<file path="config.mk">
export PLATFORM = sky130hd
export DESIGN_NAME = seven_seg_scan_decoder_flat
export DESIGN_NICKNAME = d
export VERILOG_FILES = /design/src/rtl/seven_seg_scan_decoder_pkg.sv /design/src/rtl/seven_seg_scan_decoder_if.sv /design/src/rtl/seven_seg_scan_decoder_pattern_decode.sv /design/src/rtl/seven_seg_scan_decoder.sv /design/src/flat_wrapper.sv
export SDC_FILE = /design/constraint.sdc
export NUM_CORES = 1
export LEC_CHECK = 0
export CAP_MARGIN = 10
export CELL_PAD_IN_SITES_DETAIL_PLACEMENT = 1
export CELL_PAD_IN_SITES_GLOBAL_PLACEMENT = 2
export CORE_MARGIN = 1
export CORE_UTILIZATION = 34
export DETAILED_ROUTE_END_ITERATION = 10
export GPL_TIMING_DRIVEN = 0
export PLACE_DENSITY = 0.82
export SLEW_MARGIN = 0
export SYNTH_ARGS = -nofsm -noshare
export SYNTH_HDL_FRONTEND = slang
export SYNTH_SLANG_ARGS = --single-unit
</file>
<file path="constraint.sdc">
create_clock -name clk -period 4.62 [get_ports clk]
set_clock_uncertainty 0.2 [all_clocks]
set_input_delay 0.462 -clock clk [delete_from_list [all_inputs] [get_ports clk]]
set_output_delay 0.462 -clock clk [all_outputs]
set_load 0.1 [all_outputs]
</file>
<file path="src/rtl/seven_seg_scan_decoder_pkg.sv">
// Shared types and segment pattern constants for the seven-segment scan decoder.
// Patterns are active-low, bit0 = segment a ... bit6 = segment g.
// Optional build macro used by the decoder: SEVEN_SEG_DEC_HEX_EN (hex letters A-F).
package seven_seg_pkg;

  typedef logic [6:0] seg_t;
  typedef logic [3:0] digit_t;

  // Decimal digit patterns (gfedcba, active-low)
  localparam seg_t SEG_0 = 7'b1000000;
  localparam seg_t SEG_1 = 7'b1111001;
  localparam seg_t SEG_2 = 7'b0100100;
  localparam seg_t SEG_3 = 7'b0110000;
  localparam seg_t SEG_4 = 7'b0011001;
  localparam seg_t SEG_5 = 7'b0010010;
  localparam seg_t SEG_6 = 7'b0000010;
  localparam seg_t SEG_7 = 7'b1111000;
  localparam seg_t SEG_8 = 7'b0000000;
  localparam seg_t SEG_9 = 7'b0011000;

  // Hex letter patterns, only recognised when hex decoding is built in
  localparam seg_t SEG_A = 7'b0001000;
  localparam seg_t SEG_B = 7'b0000011;
  localparam seg_t SEG_C = 7'b1000110;
  localparam seg_t SEG_D = 7'b0100001;
  localparam seg_t SEG_E = 7'b0000110;
  localparam seg_t SEG_F = 7'b0001110;

  // All segments dark
  localparam seg_t SEG_BLANK = 7'b1111111;

  // Nibble reported for a pattern that is not in the table
  localparam digit_t DIGIT_BAD = 4'hF;

  typedef enum logic {
    COLLECT = 1'b0,
    PRESENT = 1'b1
  } state_t;

endpackage

</file>
<file path="src/rtl/seven_seg_scan_decoder_if.sv">
// Display-bus snoop inputs plus the val/rdy frame output of the scan decoder.
// master = the decoder, slave = whoever drives the display bus and consumes frames.
interface seven_seg_scan_decoder_if #(
  parameter int NUM_DIGITS = 4
) ();

  seven_seg_pkg::seg_t       seg;
  logic [NUM_DIGITS-1:0]     an;
  logic                      out_val;
  logic                      out_rdy;
  logic [4*NUM_DIGITS-1:0]   out_data;
  logic                      out_err;

  modport master (
    input  seg,
    input  an,
    input  out_rdy,
    output out_val,
    output out_data,
    output out_err
  );

  modport slave (
    output seg,
    output an,
    output out_rdy,
    input  out_val,
    input  out_data,
    input  out_err
  );

endinterface

</file>
<file path="src/rtl/seven_seg_scan_decoder_pattern_decode.sv">
// Combinational segment-pattern to nibble lookup.
// With SEVEN_SEG_DEC_HEX_EN defined the letters A-F are accepted as well.
module seven_seg_pattern_decode
  import seven_seg_pkg::*;
(
  input  seg_t   seg,
  output digit_t value,
  output logic   err
);

  // Table lookup; anything unrecognised reports 4'hF with the error flag
  always_comb begin
    value = DIGIT_BAD;
    err   = 1'b1;
    case (seg)
      SEG_0: begin value = 4'h0; err = 1'b0; end
      SEG_1: begin value = 4'h1; err = 1'b0; end
      SEG_2: begin value = 4'h2; err = 1'b0; end
      SEG_3: begin value = 4'h3; err = 1'b0; end
      SEG_4: begin value = 4'h4; err = 1'b0; end
      SEG_5: begin value = 4'h5; err = 1'b0; end
      SEG_6: begin value = 4'h6; err = 1'b0; end
      SEG_7: begin value = 4'h7; err = 1'b0; end
      SEG_8: begin value = 4'h8; err = 1'b0; end
      SEG_9: begin value = 4'h9; err = 1'b0; end
`ifdef SEVEN_SEG_DEC_HEX_EN
      SEG_A: begin value = 4'hA; err = 1'b0; end
      SEG_B: begin value = 4'hB; err = 1'b0; end
      SEG_C: begin value = 4'hC; err = 1'b0; end
      SEG_D: begin value = 4'hD; err = 1'b0; end
      SEG_E: begin value = 4'hE; err = 1'b0; end
      SEG_F: begin value = 4'hF; err = 1'b0; end
`else
`endif
      default: begin
        value = DIGIT_BAD;
        err   = 1'b1;
      end
    endcase
  end

endmodule

</file>
<file path="src/rtl/seven_seg_scan_decoder.sv">
// Seven-segment scan decoder: snoops a multiplexed active-low display bus,
// filters each digit dwell for stability, assembles one value per full scan
// and offers it on a val/rdy output. Build option: SEVEN_SEG_DEC_HEX_EN.
module seven_seg_scan_decoder
  import seven_seg_pkg::*;
#(
  parameter int NUM_DIGITS    = 4,
  parameter int STABLE_CYCLES = 3
) (
  input  logic                      clk,
  input  logic                      reset,
  seven_seg_scan_decoder_if.master  bus
);

  localparam int CNT_W = $clog2(STABLE_CYCLES + 1);
  localparam int IDX_W = (NUM_DIGITS > 1) ? $clog2(NUM_DIGITS) : 1;
  localparam logic [CNT_W-1:0] CNT_MAX = CNT_W'(STABLE_CYCLES);

  // Previous-sample and stability tracking
  logic [NUM_DIGITS-1:0]   an_q_reg;
  seg_t                    seg_q_reg;
  logic [CNT_W-1:0]        cnt_reg;
  logic [CNT_W-1:0]        cnt_next;

  // Frame staging
  logic [NUM_DIGITS-1:0]   mask_reg;
  logic [NUM_DIGITS-1:0]   mask_next;
  logic [NUM_DIGITS-1:0]   mask_after;
  digit_t                  nib_reg [NUM_DIGITS];
  logic [NUM_DIGITS-1:0]   err_stage_reg;
  logic [4*NUM_DIGITS-1:0] frame_next;
  logic [NUM_DIGITS-1:0]   frame_err;

  // FSM and output registers
  state_t                  state_reg;
  state_t                  state_next;
  logic                    out_val_reg;
  logic                    out_val_next;
  logic [4*NUM_DIGITS-1:0] out_data_reg;
  logic [4*NUM_DIGITS-1:0] out_data_next;
  logic                    out_err_reg;
  logic                    out_err_next;

  // Per-sample decode
  logic                    sample_valid;
  logic                    sample_same;
  logic                    stable_hit;
  logic                    capture;
  logic [IDX_W-1:0]        cap_idx;
  digit_t                  dec_value;
  logic                    dec_err;

  seven_seg_pattern_decode u_decode (
    .seg   (bus.seg),
    .value (dec_value),
    .err   (dec_err)
  );

  // Locate the single low enable; the index is only meaningful when the sample is valid
  always_comb begin
    cap_idx = '0;
    for (int i = 0; i < NUM_DIGITS; i++) begin
      if (!bus.an[i]) begin
        cap_idx = IDX_W'(i);
      end
    end
  end

  // Stability counter next value and the dwell-completion strobe
  always_comb begin
    sample_valid = $onehot(~bus.an);
    sample_same  = (bus.an == an_q_reg) && (bus.seg == seg_q_reg);
    cnt_next     = '0;
    if (sample_valid) begin
      if (sample_same) begin
        cnt_next = (cnt_reg == CNT_MAX) ? cnt_reg : cnt_reg + CNT_W'(1);
      end else begin
        cnt_next = CNT_W'(1);
      end
    end
    // A new dwell reaching the threshold; with a threshold of 1 every change counts
    stable_hit = sample_valid && (cnt_next == CNT_MAX) &&
                 (!sample_same || (cnt_reg != CNT_MAX));
  end

  // Frame view as it would look after this edge's capture lands
  generate
    for (genvar gi = 0; gi < NUM_DIGITS; gi++) begin : g_frame
      logic hit;
      assign hit = stable_hit && (cap_idx == IDX_W'(gi));
      assign mask_after[gi]        = mask_reg[gi] | hit;
      assign frame_next[4*gi +: 4] = hit ? dec_value : nib_reg[gi];
      assign frame_err[gi]         = hit ? dec_err : err_stage_reg[gi];
    end
  endgenerate

  // Next-state and output-register logic for the collect/present handshake
  always_comb begin
    state_next    = state_reg;
    mask_next     = mask_reg;
    out_val_next  = out_val_reg;
    out_data_next = out_data_reg;
    out_err_next  = out_err_reg;
    capture       = 1'b0;
    case (state_reg)
      COLLECT: begin
        capture = stable_hit;
        if (stable_hit) begin
          mask_next = mask_after;
          if (&mask_after) begin
            out_data_next = frame_next;
            out_err_next  = |frame_err;
            out_val_next  = 1'b1;
            mask_next     = '0;
            state_next    = PRESENT;
          end
        end
      end
      PRESENT: begin
        if (out_val_reg && bus.out_rdy) begin
          out_val_next = 1'b0;
          state_next   = COLLECT;
        end
      end
      default: begin
        state_next = COLLECT;
      end
    endcase
  end

  // FSM state register
  always_ff @(posedge clk) begin
    if (reset) begin
      state_reg <= COLLECT;
    end else begin
      state_reg <= state_next;
    end
  end

  // Sample history, stability count, capture mask and output registers
  always_ff @(posedge clk) begin
    if (reset) begin
      an_q_reg     <= '1;
      seg_q_reg    <= '0;
      cnt_reg      <= '0;
      mask_reg     <= '0;
      out_val_reg  <= 1'b0;
      out_data_reg <= '0;
      out_err_reg  <= 1'b0;
    end else begin
      an_q_reg     <= bus.an;
      seg_q_reg    <= bus.seg;
      cnt_reg      <= cnt_next;
      mask_reg     <= mask_next;
      out_val_reg  <= out_val_next;
      out_data_reg <= out_data_next;
      out_err_reg  <= out_err_next;
    end
  end

  // Staging slots; a repeat capture of the same digit simply overwrites its slot
  generate
    for (genvar gi = 0; gi < NUM_DIGITS; gi++) begin : g_stage
      always_ff @(posedge clk) begin
        if (reset) begin
          nib_reg[gi]       <= '0;
          err_stage_reg[gi] <= 1'b0;
        end else if (capture && (cap_idx == IDX_W'(gi))) begin
          nib_reg[gi]       <= dec_value;
          err_stage_reg[gi] <= dec_err;
        end
      end
    end
  endgenerate

  assign bus.out_val  = out_val_reg;
  assign bus.out_data = out_data_reg;
  assign bus.out_err  = out_err_reg;

endmodule
</file>
<file path="src/flat_wrapper.sv">
// flat-port wrapper written by rule: the top's interface ports become plain ports
module seven_seg_scan_decoder_flat import seven_seg_pkg::*;
#(
  parameter int NUM_DIGITS    = 4,
  parameter int STABLE_CYCLES = 3
)
  (clk, reset, bus_seg, bus_an, bus_out_rdy, bus_out_val, bus_out_data, bus_out_err);
  seven_seg_scan_decoder_if #(.NUM_DIGITS(NUM_DIGITS)) bus_i ();
  input  logic clk;
  input  logic reset;
  input wire logic [$bits(bus_i.seg)-1:0] bus_seg;
  input wire logic [$bits(bus_i.an)-1:0] bus_an;
  input wire logic [$bits(bus_i.out_rdy)-1:0] bus_out_rdy;
  output wire logic [$bits(bus_i.out_val)-1:0] bus_out_val;
  output wire logic [$bits(bus_i.out_data)-1:0] bus_out_data;
  output wire logic [$bits(bus_i.out_err)-1:0] bus_out_err;
  assign bus_i.seg = bus_seg;
  assign bus_i.an = bus_an;
  assign bus_i.out_rdy = bus_out_rdy;
  assign bus_out_val = bus_i.out_val;
  assign bus_out_data = bus_i.out_data;
  assign bus_out_err = bus_i.out_err;
  seven_seg_scan_decoder #(.NUM_DIGITS(NUM_DIGITS), .STABLE_CYCLES(STABLE_CYCLES)) u_core (.clk(clk), .reset(reset), .bus(bus_i));
endmodule
</file>
==> results.txt <==
most area-hungry cell type in the Yosys netlist -> dfxtp_1
CP Cell Sequence -> clkdlybuf4s50_1 -> inv_1 -> ha_1 -> ha_1 -> fa_1 -> or4b_1 -> nand3b_1 -> or4_4 -> nor2_1 -> mux2i_1 -> o22ai_2
initial antenna violation count -> 0
synthesized netlist net count -> 309
yosys warns -> 0
average size of a mapped cell -> 9.13 um2
status -> finished clean
H-tree depth -> 2
Die Y -> 90.2 um
CTS root buf -> clkbuf_8
die area -> 8140 um2
ranking of synthesized cells by area -> dfxtp_1 (42%), mux2i_1 (6.8%), nor2_1 (4.8%)
fin crit period -> 4.31 ns
Netlist cell types -> 44
GPL Wtd Cong -> 0.829
CTS max path bufs -> 2
Clk pin slew, worst setup/hold paths -> 0.10 ns
WP buf/inv -> 2
share of the synthesized area in the top cell type -> 0.424
share of layout cells above drive strength 1 -> 0.0879
routing usage on met1 -> 0.235
most frequent cell after synthesis -> dfxtp_1
core region area -> 7370 um2
Worst VDD drop -> 149 uV
synthesized area -> 2650 um2
register area share after synthesis -> 0.424
CTS buffer count -> 5
Setup crit start kind -> input port
Synth Register Bits -> 56
DRC -> 0
global-route wire length before repair -> 11300 um
area delta synth->final -> 21.0%
clk sinks -> 56
Final Power -> 0.910 mW
P per Cell Area -> 284 nW/um2
Iteration-0 DRC Markers -> 99
Post-synth EDFFs -> 0
vias after detailed routing -> 2196
number of cells produced by synthesis -> 290
Required @ worst endpoint -> 4.62 ns
critical-path cell with the highest stage delay -> clkdlybuf4s50_1
period utilisation layout -> 0.933
Worst path max stage delay -> 0.63 ns
Slew headroom -> 0.345
worst-path fanout max -> 7
CP arrival -> 4.31 ns
post-layout util -> 0.434
post-route ant nets -> 0
ys flop type -> dfxtp_1
final worst slack -> 0.312 ns
fillcell total -> 876
Pleak -> 1.14 nW
CTS tree -> built
met2 global-route usage -> 0.281
Final Hold Vio Count -> 0
crit path kind -> in2reg
vias in the first global route -> 2275
FFs w/ async S/R, synth -> 0
WHS -> 0.293 ns
Largest delay share family, worst path -> simple AND/OR/NAND/NOR gates
Clk Latency, worst-skew pair -> 0.31 ns
Crit path top cell by count -> ha_1
GRT overflow -> 0
largest net degree at the start of global routing -> 18
final WL -> 6610 um
fin. max-slew vios -> 0
chip width -> 90.2 um
row cnt -> 31
setup TNS -> 0 ns
highest clock rate -> 232 MHz
DR WL/cell -> 15.4 um
initial core utilization -> 0.359
post-DR vias/cell -> 5.12
Antenna diodes -> 0
Total GRT Usage -> 0.172
IO Pins -> 32
hpwl dp -> 4890 um
IO Port Bufs -> 30
pre-CTS WS -> -0.286 ns
Setup Viol. Count Final -> 0
routing usage on met3 -> 0.0262
Initial DRT Pass Iterations -> 4
slew at the pin with the worst max-slew slack -> 0.980 ns
max reg flops -> 16
top cells by count, synth -> dfxtp_1 (56), nor2_1 (34), mux2i_1 (18)
maxcap violations -> 0
worst min path class -> reg2reg
Nets -> 348
crit end category -> register
unrepaired setup endpoints after global routing -> no
busiest layer in global routing -> met2
final cells by class:
| type | count | area [um2] | share of cell area |
|---|---|---|---|
| plain buffers | 19 | 86.3 | 0.0270 |
| flip-flops and latches | 56 | 1120 | 0.350 |
| repair buffers | 32 | 315 | 0.0985 |
| multi-input cells | 208 | 1420 | 0.443 |
| clock inverters | 2 | 38.8 | 0.0121 |
| inverters | 7 | 26.3 | 0.00821 |
| clock buffers | 6 | 72.6 | 0.0227 |
| well taps | 99 | 124 | 0.0387 |
cells by family (layout without fill, tap and decap cells):
logic type | Yosys count | after routing | share of synthesized area
adder cells (fa/ha/maj) | 5 | 5 | 0.0265
multiplexers | 18 | 18 | 0.0681
XOR/XNOR | 13 | 13 | 0.0430
buffers and inverters | 26 | 66 | 0.0426
AND/OR/NAND/NOR | 121 | 121 | 0.244
flip-flops | 56 | 56 | 0.424
AO/OA/AOI/OAI | 51 | 51 | 0.152
cells in the final DEF, fill, tap and decap left out, types with 2 or more instances in the layout:
cell type | netlist | layout
dfxtp_1 | 56 | 56
nor2_1 | 34 | 34
clkdlybuf4s50_1 | 0 | 30
mux2i_1 | 18 | 18
clkbuf_1 | 16 | 17
nand2_1 | 17 | 17
xnor2_1 | 13 | 13
nand2b_1 | 13 | 13
nor3_1 | 11 | 10
o21ai_0 | 9 | 9
nor2b_1 | 9 | 9
a21oi_1 | 8 | 8
inv_1 | 7 | 7
o22ai_2 | 7 | 7
a211oi_1 | 7 | 7
o22ai_1 | 6 | 6
nand3_1 | 5 | 5
nand4_1 | 5 | 5
nor4_1 | 5 | 5
or2_2 | 5 | 5
clkbuf_8 | 0 | 5
nand3b_1 | 4 | 4
buf_4 | 2 | 4
ha_1 | 4 | 4
and3b_1 | 3 | 3
and4b_1 | 2 | 2
o21bai_1 | 2 | 2
a31oi_1 | 2 | 2
or3_1 | 2 | 2
nor3b_1 | 2 | 2
path summary, 6_finish.rpt:
| kind | from | endpoint | slack (ns) | cells after the start |
|---|---|---|---|---|
| worst max-delay path | bus_an[3] | u_core.bus.out_data[8]$_SDFFE_PP0P_ | 0.31 | 11 |
| worst min-delay path | u_core.mask_reg[3]$_SDFFE_PP0P_ | u_core.mask_reg[3]$_SDFFE_PP0P_ | 0.29 | 2 |
| worst max register to register | u_core.state_reg$_SDFF_PP0_ | u_core.bus.out_data[8]$_SDFFE_PP0P_ | 1.80 | 6 |
| worst min register to register | u_core.mask_reg[3]$_SDFFE_PP0P_ | u_core.mask_reg[3]$_SDFFE_PP0P_ | 0.29 | 2 |
per-layer routing:
| layer | vias up | wire, um |
|---|---|---|
| met5 | - | 0 |
| met1 | 1067 | 3300 |
| li1 | 1095 | - |
| met4 | 0 | 52 |
| met3 | 5 | 155 |
| met2 | 29 | 3100 |
power by group:
part / internal [mW] / switching, mW / leakage [nW]
Sequential: 0.489 / 0.00312 / 0.454
Combinational: 0.0393 / 0.0527 / 0.628
Clock: 0.164 / 0.162 / 0.0558
stage by stage:
stage,std cells,instance area [um2]
6_report,429,3200
3_3_place_gp,419,3070
4_1_cts,427,3180
3_5_place_dp,419,3070
5_1_grt,429,3200
2_1_floorplan,290,2650
worst min-delay path: stages (launching register included):
cell and delay, ns:
dfxtp_1 0.32, inv_1 0.07, a211oi_1 0.06
timing repair:
item	CTS	global route
gates resized for setup	0	1
setup buffers	0	2
hold buffers	0	0
setup endpoints to repair	0	23
Note: power is estimated with default switching activity, not from simulation.
